===== config.mk =====
export PLATFORM = sky130hd
export DESIGN_NAME = edge_event_arbiter
export DESIGN_NICKNAME = d
export VERILOG_FILES = /design/src/rtl/edge_event_arbiter.sv
export SDC_FILE = /design/constraint.sdc
export NUM_CORES = 1
export LEC_CHECK = 0
export BUFFER_PORTS_ARGS = -buffer_cell sky130_fd_sc_hd__buf_4
export CORE_MARGIN = 4
export CORE_UTILIZATION = 50
export DETAILED_ROUTE_END_ITERATION = 10
export GPL_TIMING_DRIVEN = 0
export PLACE_DENSITY_LB_ADDON = 0.1
export SKIP_CTS_REPAIR_TIMING = 1
export SLEW_MARGIN = 40
export SYNTH_ARGS = -nofsm -noshare
export SYNTH_HDL_FRONTEND = slang
export SYNTH_SLANG_ARGS = --single-unit
export TNS_END_PERCENT = 20

===== constraint.sdc =====
create_clock -name clk -period 4.3 [get_ports clk]
set_input_delay 0.43 -clock clk [delete_from_list [all_inputs] [get_ports clk]]
set_output_delay 0.43 -clock clk [all_outputs]
set_load 0.05 [all_outputs]

===== src/rtl/edge_event_arbiter.sv =====
`default_nettype none
// ============================================================================
//  Module      : edge_event_arbiter
//  Description : Per-channel edge detector with a configurable edge mode on
//                each channel. Every channel has a one-deep pending slot.
//                A round-robin arbiter drains the pending slots into a single
//                valid/ready record stage. Overruns are counted in a
//                saturating drop counter.
//  Revision    : 1.0 - initial release
// ============================================================================
module edge_event_arbiter #(
  parameter int NCH   = 4,
  parameter int CNT_W = 8
) (
  input  logic                     clk,
  input  logic                     reset,
  input  logic [NCH-1:0]           data,
  input  logic                     cfg_we,
  input  logic [$clog2(NCH)-1:0]   cfg_ch,
  input  logic [1:0]               cfg_mode,
  output logic                     evt_valid,
  input  logic                     evt_ready,
  output logic [$clog2(NCH)-1:0]   evt_ch,
  output logic                     evt_rise,
  output logic [CNT_W-1:0]         drop_cnt
);

  localparam int              CH_W   = $clog2(NCH);
  localparam logic [CH_W:0]   c_NCH  = (CH_W+1)'(NCH);
  localparam logic [CH_W-1:0] c_LAST = CH_W'(NCH-1);

  typedef enum logic [0:0] {
    S_IDLE = 1'b0,
    S_HOLD = 1'b1
  } state_t;

  state_t                r_state, w_state_nxt;
  logic [NCH-1:0]        r_q;
  logic [NCH-1:0][1:0]   r_mode;
  logic [NCH-1:0]        r_pend, w_pend_nxt;
  logic [NCH-1:0]        r_type, w_type_nxt;
  logic [NCH-1:0]        w_rise, w_fall, w_edge, w_drop, w_cfg_clr, w_gnt_vec;
  logic [CH_W-1:0]       r_ptr, w_ptr_nxt;
  logic [CH_W-1:0]       r_ch, w_ch_nxt;
  logic                  r_rise, w_rise_nxt;
  logic [CH_W-1:0]       w_gnt_idx;
  logic [CH_W:0]         w_rr_sum;
  logic                  w_found, w_load, w_cfg_hit;
  logic [4:0]            w_drop_num;
  logic [CNT_W+4:0]      w_drop_sum;
  logic [CNT_W-1:0]      r_drop, w_drop_nxt;

  // Round-robin search over the registered pending flags starting at r_ptr
  always_comb begin
    w_found   = 1'b0;
    w_gnt_idx = '0;
    w_rr_sum  = '0;
    for (int k = 0; k < NCH; k++) begin
      w_rr_sum = {1'b0, r_ptr} + (CH_W+1)'(k);
      if (w_rr_sum >= c_NCH) w_rr_sum = w_rr_sum - c_NCH;
      if (!w_found && r_pend[w_rr_sum[CH_W-1:0]]) begin
        w_found   = 1'b1;
        w_gnt_idx = w_rr_sum[CH_W-1:0];
      end
    end
  end

  // Output-stage next state: load a new record when empty or when accepted
  always_comb begin
    w_load      = (r_state == S_IDLE) || evt_ready;
    w_state_nxt = r_state;
    w_ch_nxt    = r_ch;
    w_rise_nxt  = r_rise;
    w_ptr_nxt   = r_ptr;
    w_gnt_vec   = '0;
    if (w_load) begin
      if (w_found) begin
        w_state_nxt            = S_HOLD;
        w_ch_nxt               = w_gnt_idx;
        w_rise_nxt             = r_type[w_gnt_idx];
        w_ptr_nxt              = (w_gnt_idx == c_LAST) ? '0 : w_gnt_idx + 1'b1;
        w_gnt_vec[w_gnt_idx]   = 1'b1;
      end else begin
        w_state_nxt = S_IDLE;
      end
    end
  end

  // Edge qualification, pending-slot update, overrun detection and drop count
  always_comb begin
    w_cfg_hit  = cfg_we && ({1'b0, cfg_ch} < c_NCH);
    w_rise     = data & ~r_q;
    w_fall     = ~data & r_q;
    w_pend_nxt = r_pend;
    w_type_nxt = r_type;
    w_edge     = '0;
    w_drop     = '0;
    w_cfg_clr  = '0;
    w_drop_num = '0;
    for (int i = 0; i < NCH; i++) begin
      // Edges sampled this cycle still see the mode before any write lands
      w_edge[i]    = (r_mode[i][0] & w_rise[i]) | (r_mode[i][1] & w_fall[i]);
      w_cfg_clr[i] = w_cfg_hit && (cfg_mode == 2'b00) && (cfg_ch == CH_W'(i));
      if (w_edge[i]) begin
        if (r_pend[i] && !w_gnt_vec[i]) begin
          // Slot occupied and not draining: lose the new edge, keep old type
          w_drop[i] = 1'b1;
        end else begin
          w_pend_nxt[i] = 1'b1;
          w_type_nxt[i] = w_rise[i];
        end
      end else if (w_gnt_vec[i]) begin
        w_pend_nxt[i] = 1'b0;
      end
      if (w_cfg_clr[i]) w_pend_nxt[i] = 1'b0;
      w_drop_num = w_drop_num + 5'(w_drop[i]);
    end
    w_drop_sum = {5'b0, r_drop} + (CNT_W+5)'(w_drop_num);
    w_drop_nxt = (|w_drop_sum[CNT_W+4:CNT_W]) ? '1 : w_drop_sum[CNT_W-1:0];
  end

  // Channel history, modes, pending slots and drop counter
  always_ff @(posedge clk or posedge reset) begin
    if (reset) begin
      r_q    <= '0;
      r_mode <= {NCH{2'b01}};
      r_pend <= '0;
      r_type <= '0;
      r_drop <= '0;
    end else begin
      r_q    <= data;
      r_pend <= w_pend_nxt;
      r_type <= w_type_nxt;
      r_drop <= w_drop_nxt;
      if (w_cfg_hit) r_mode[cfg_ch] <= cfg_mode;
    end
  end

  // Output-stage state register, held record and arbitration pointer
  always_ff @(posedge clk or posedge reset) begin
    if (reset) begin
      r_state <= S_IDLE;
      r_ch    <= '0;
      r_rise  <= 1'b0;
      r_ptr   <= '0;
    end else begin
      r_state <= w_state_nxt;
      r_ch    <= w_ch_nxt;
      r_rise  <= w_rise_nxt;
      r_ptr   <= w_ptr_nxt;
    end
  end

  assign evt_valid = (r_state == S_HOLD);
  assign evt_ch    = r_ch;
  assign evt_rise  = r_rise;
  assign drop_cnt  = r_drop;

endmodule
`default_nettype wire


==> results by group <==
Outcome
  • Outcome: complete, no violations

Worst setup path
  • Worst EP required: 4.58 ns
  • Slowest stage delay, CP: 0.49 ns
  • Setup crit start kind: flip-flop
  • Setup CP Type: flip-flop to flip-flop
  • Worst endpoint data arrival time: 4.00 ns
  • Most used cell, CP: nand2_1
  • Slowest-stage cell, CP: dfrtp_1
  • CP endpoint kind: flip-flop
  • Crit-path cells: nand2_1, a221o_1, o21ai_2, inv_1, ha_1, a21oi_1, nand2_1, fa_1, fa_1, inv_1, fa_1, and3_1, nand2_1, nor2_1, nand2_1, nand2b_1
  • Crit-path max FO: 7
  • Reg-to-reg slack, setup: 0.58 ns

Timing
  • Setup TNS: 0 ns
  • RSZ-0062 raised after global routing: no
  • Final Hold Viols: 0
  • Slew Viols, Final: 0
  • FMAX: 269 MHz
  • Number of setup violations in the final report: 0
  • Final worst slack: 0.581 ns
  • Setup Skew: 0.0127 ns
  • Period utilization: 86.5%
  • Tmin final: 3.72 ns
  • Worst rel slew slack: 53.4%
  • Tightest Pin Transition: 0.698 ns

Logic synthesis
  • Cells after Synth: 160
  • Simple-gate share of the synthesized area: 15.4%
  • Compound-Gate Fraction of Synth Area: 14.4%
  • Top post-synthesis cells by area: dfrtp_1 44%, mux2_2 7.8%, nand2_1 6.7%
  • EDFF count, synth: 0
  • Cell taking the most area after synthesis: dfrtp_1
  • Top cell type's share of synthesized area: 43.5%
  • Mux contribution to synthesized area: 8.99%
  • Mapped Nets: 180
  • Syn_area_per_cell: 10.8 µm²
  • Number of synthesized register bits: 34
  • Most common flop cell mapped by yosys: dfrtp_1
  • Synth Area in XOR/XNOR: 2.03%
  • Post-synth ARST share: 100%
  • Largest family of logic cells by synthesized area: simple AND/OR/NAND/NOR gates
  • Synth Area in Adders: 7.11%
  • Post-Syn Area: 0.00173 mm²
  • Unique cell type count in the Yosys netlist: 36
  • Seq/Total Area, Yosys: 49.6%
  • Warnings, synthesis: 0

Die
  • Die Span Y: 66.7 µm
  • IO Pins: 24
  • Rows: 21
  • Die footprint: 0.00445 mm²
  • Core area: 0.00334 mm²
  • Initial core utilization: 51.7%
  • Die span in x: 66.7 µm

GRT
  • First-pass GRT wire length: 5930 µm
  • Vias in the first global route: 1,328
  • GRT overflow: 0
  • Largest net degree at the start of global routing: 35
  • Initial antenna violation count: 0
  • GRT Overall Usage: 18.1%

Cells and area
  • FILL cells: 293
  • Antenna Cells: 0
  • Most frequent cells in the layout: 31 x nand2_1, 30 x dfrtp_1, 23 x buf_4, 12 x mux2_2, 10 x inv_1
  • Post-layout nets: 210
  • Fraction of layout cells with a size suffix above 1: 29.8%
  • Area Overhead vs Synth: 17.8%
  • Commonest non-fill, non-tap cell in the layout: nand2_1
  • Design Area, Final: 0.00203 mm²

Drt
  • Drt pass-1 iters: 4
  • DRT iter0 DRCs: 80
  • Wirelength, routed: 3250 µm
  • Drc violations: 0
  • Vias: 1,250
  • Avg WL per Cell: 13.7 µm
  • Routed Antenna Nets: 0
  • Vias per Instance: 5.27

Clocking
  • CTS tree: done
  • Clock latency on the worst-skew pair: 0.34 ns
  • CTS buffer count: 5
  • Clock transition at path regs: 0.11 ns
  • Clock buffer depth: 2
  • Clock root cell: clkbuf_4
  • Depth of the CTS H-tree: 2
  • CTS sink count: 34

Pwr
  • Pleak: 0.978 nW
  • VDD IR max: 0.351 mV
  • Power, Total: 1.47 mW
  • Pwr/cell area: 723 mW/mm²

Placed design
  • RePlAce Congestion: 0.767
  • Worst slack at placement: 0.609 ns
  • Hpwl dp: 2430 µm
  • PortBufs: 23
  • Placed Area: 0.00196 mm²

Job
  • Max_cap viols: 0

Worst hold path
  • Hold Crit Class: input pin to async pin
[cell usage after synthesis (2+ instances only)]
master and instances:
nor2_1 4, inv_1 11, a21o_1 5, a21o_2 2, and3_1 2, fa_1 3
xnor2_1 2, a21boi_0 2, mux2i_1 2, nor2b_1 5, ha_1 5, dfstp_2 4
xor2_1 2, o32a_1 4, a21oi_1 9, mux2_2 12, nand3b_1 2, dfrtp_1 30
nand2_1 31, nor3b_1 2, o21ai_0 5, nand3_1 2
[per-layer routing]
| layer | GRT usage, % | share of wire (%) | vias up |
|---|---|---|---|
| met4 | 8.38 | 1.8 | 0 |
| met5 | 0 | 0 | - |
| met3 | 5.06 | 4.5 | 5 |
| met2 | 29.2 | 48 | 26 |
| met1 | 22.2 | 46 | 606 |
| li1 | - | - | 613 |
[cell families (layout without fill, tap and decap cells)]
| logic type | after synthesis | count (layout) |
|---|---|---|
| muxes | 14 | 14 |
| xor gates and xnor gates | 4 | 4 |
| adders and majority gates | 8 | 8 |
| buffers and inverters | 11 | 42 |
| AOI/OAI and AO/OA | 34 | 34 |
| and+or+nand+nor | 55 | 55 |
| DFF | 34 | 34 |
[per-stage QoR]
step	utilization, %	hold slack [ns]	std cells
3_3_place_gp	58.6	0.465	229
5_1_grt	60.9	0.171	237
3_5_place_dp	58.6	0.470	229
2_1_floorplan	-	0.461	160
4_1_cts	60.9	0.181	237
6_report	60.9	0.199	237
[final cells by class]
cell class	count	area (µm²)	area share, %
clock buffer	5	37.5	1.85
timing repair buffer	23	173	8.49
sequential	34	856	42.1
tap	46	57.6	2.83
multi-input combinational	115	828	40.7
inverter	11	41.3	2.03
clock inverter	3	40.0	1.97
[state kept, by name (all words and copies together) (netlist names), 2 cells and up]
name	flops
r_ptr	2
evt_ch	2
r_pend	4
r_mode	8
drop_cnt	8
r_q	4
r_type	4
[power by group]
group          internal (mW)  switching (mW)
clock                  0.120           0.109
sequential             0.430           0.102
combinational          0.291           0.417
[worst paths after layout]
kind | to | startpoint | cells past startpoint
worst min-delay path | drop_cnt[1]$_DFF_PP0_ | reset | 2
worst max register to register | drop_cnt[1]$_DFF_PP0_ | r_pend[0]$_DFFE_PP0P_ | 16
worst max-delay path | drop_cnt[1]$_DFF_PP0_ | r_pend[0]$_DFFE_PP0P_ | 16
worst min register to register | evt_ch[0]$_DFFE_PP0P_ | evt_ch[0]$_DFFE_PP0P_ | 1
max in group asynchronous | r_pend[3]$_DFFE_PP0P_ | reset | 2
min in group clk | r_q[0]$_DFF_PP0_ | data[0] | 1
[critical path: cells and delay by family (launching register included)]
kind / cells / cell delay (ns)
AOI/OAI and AO/OA: 3 / 0.68
adders and majority gates: 4 / 1.34
and+or+nand+nor: 7 / 0.93
DFF: 1 / 0.49
buffers and inverters: 2 / 0.21
Power figures use the tool's default switching activity.
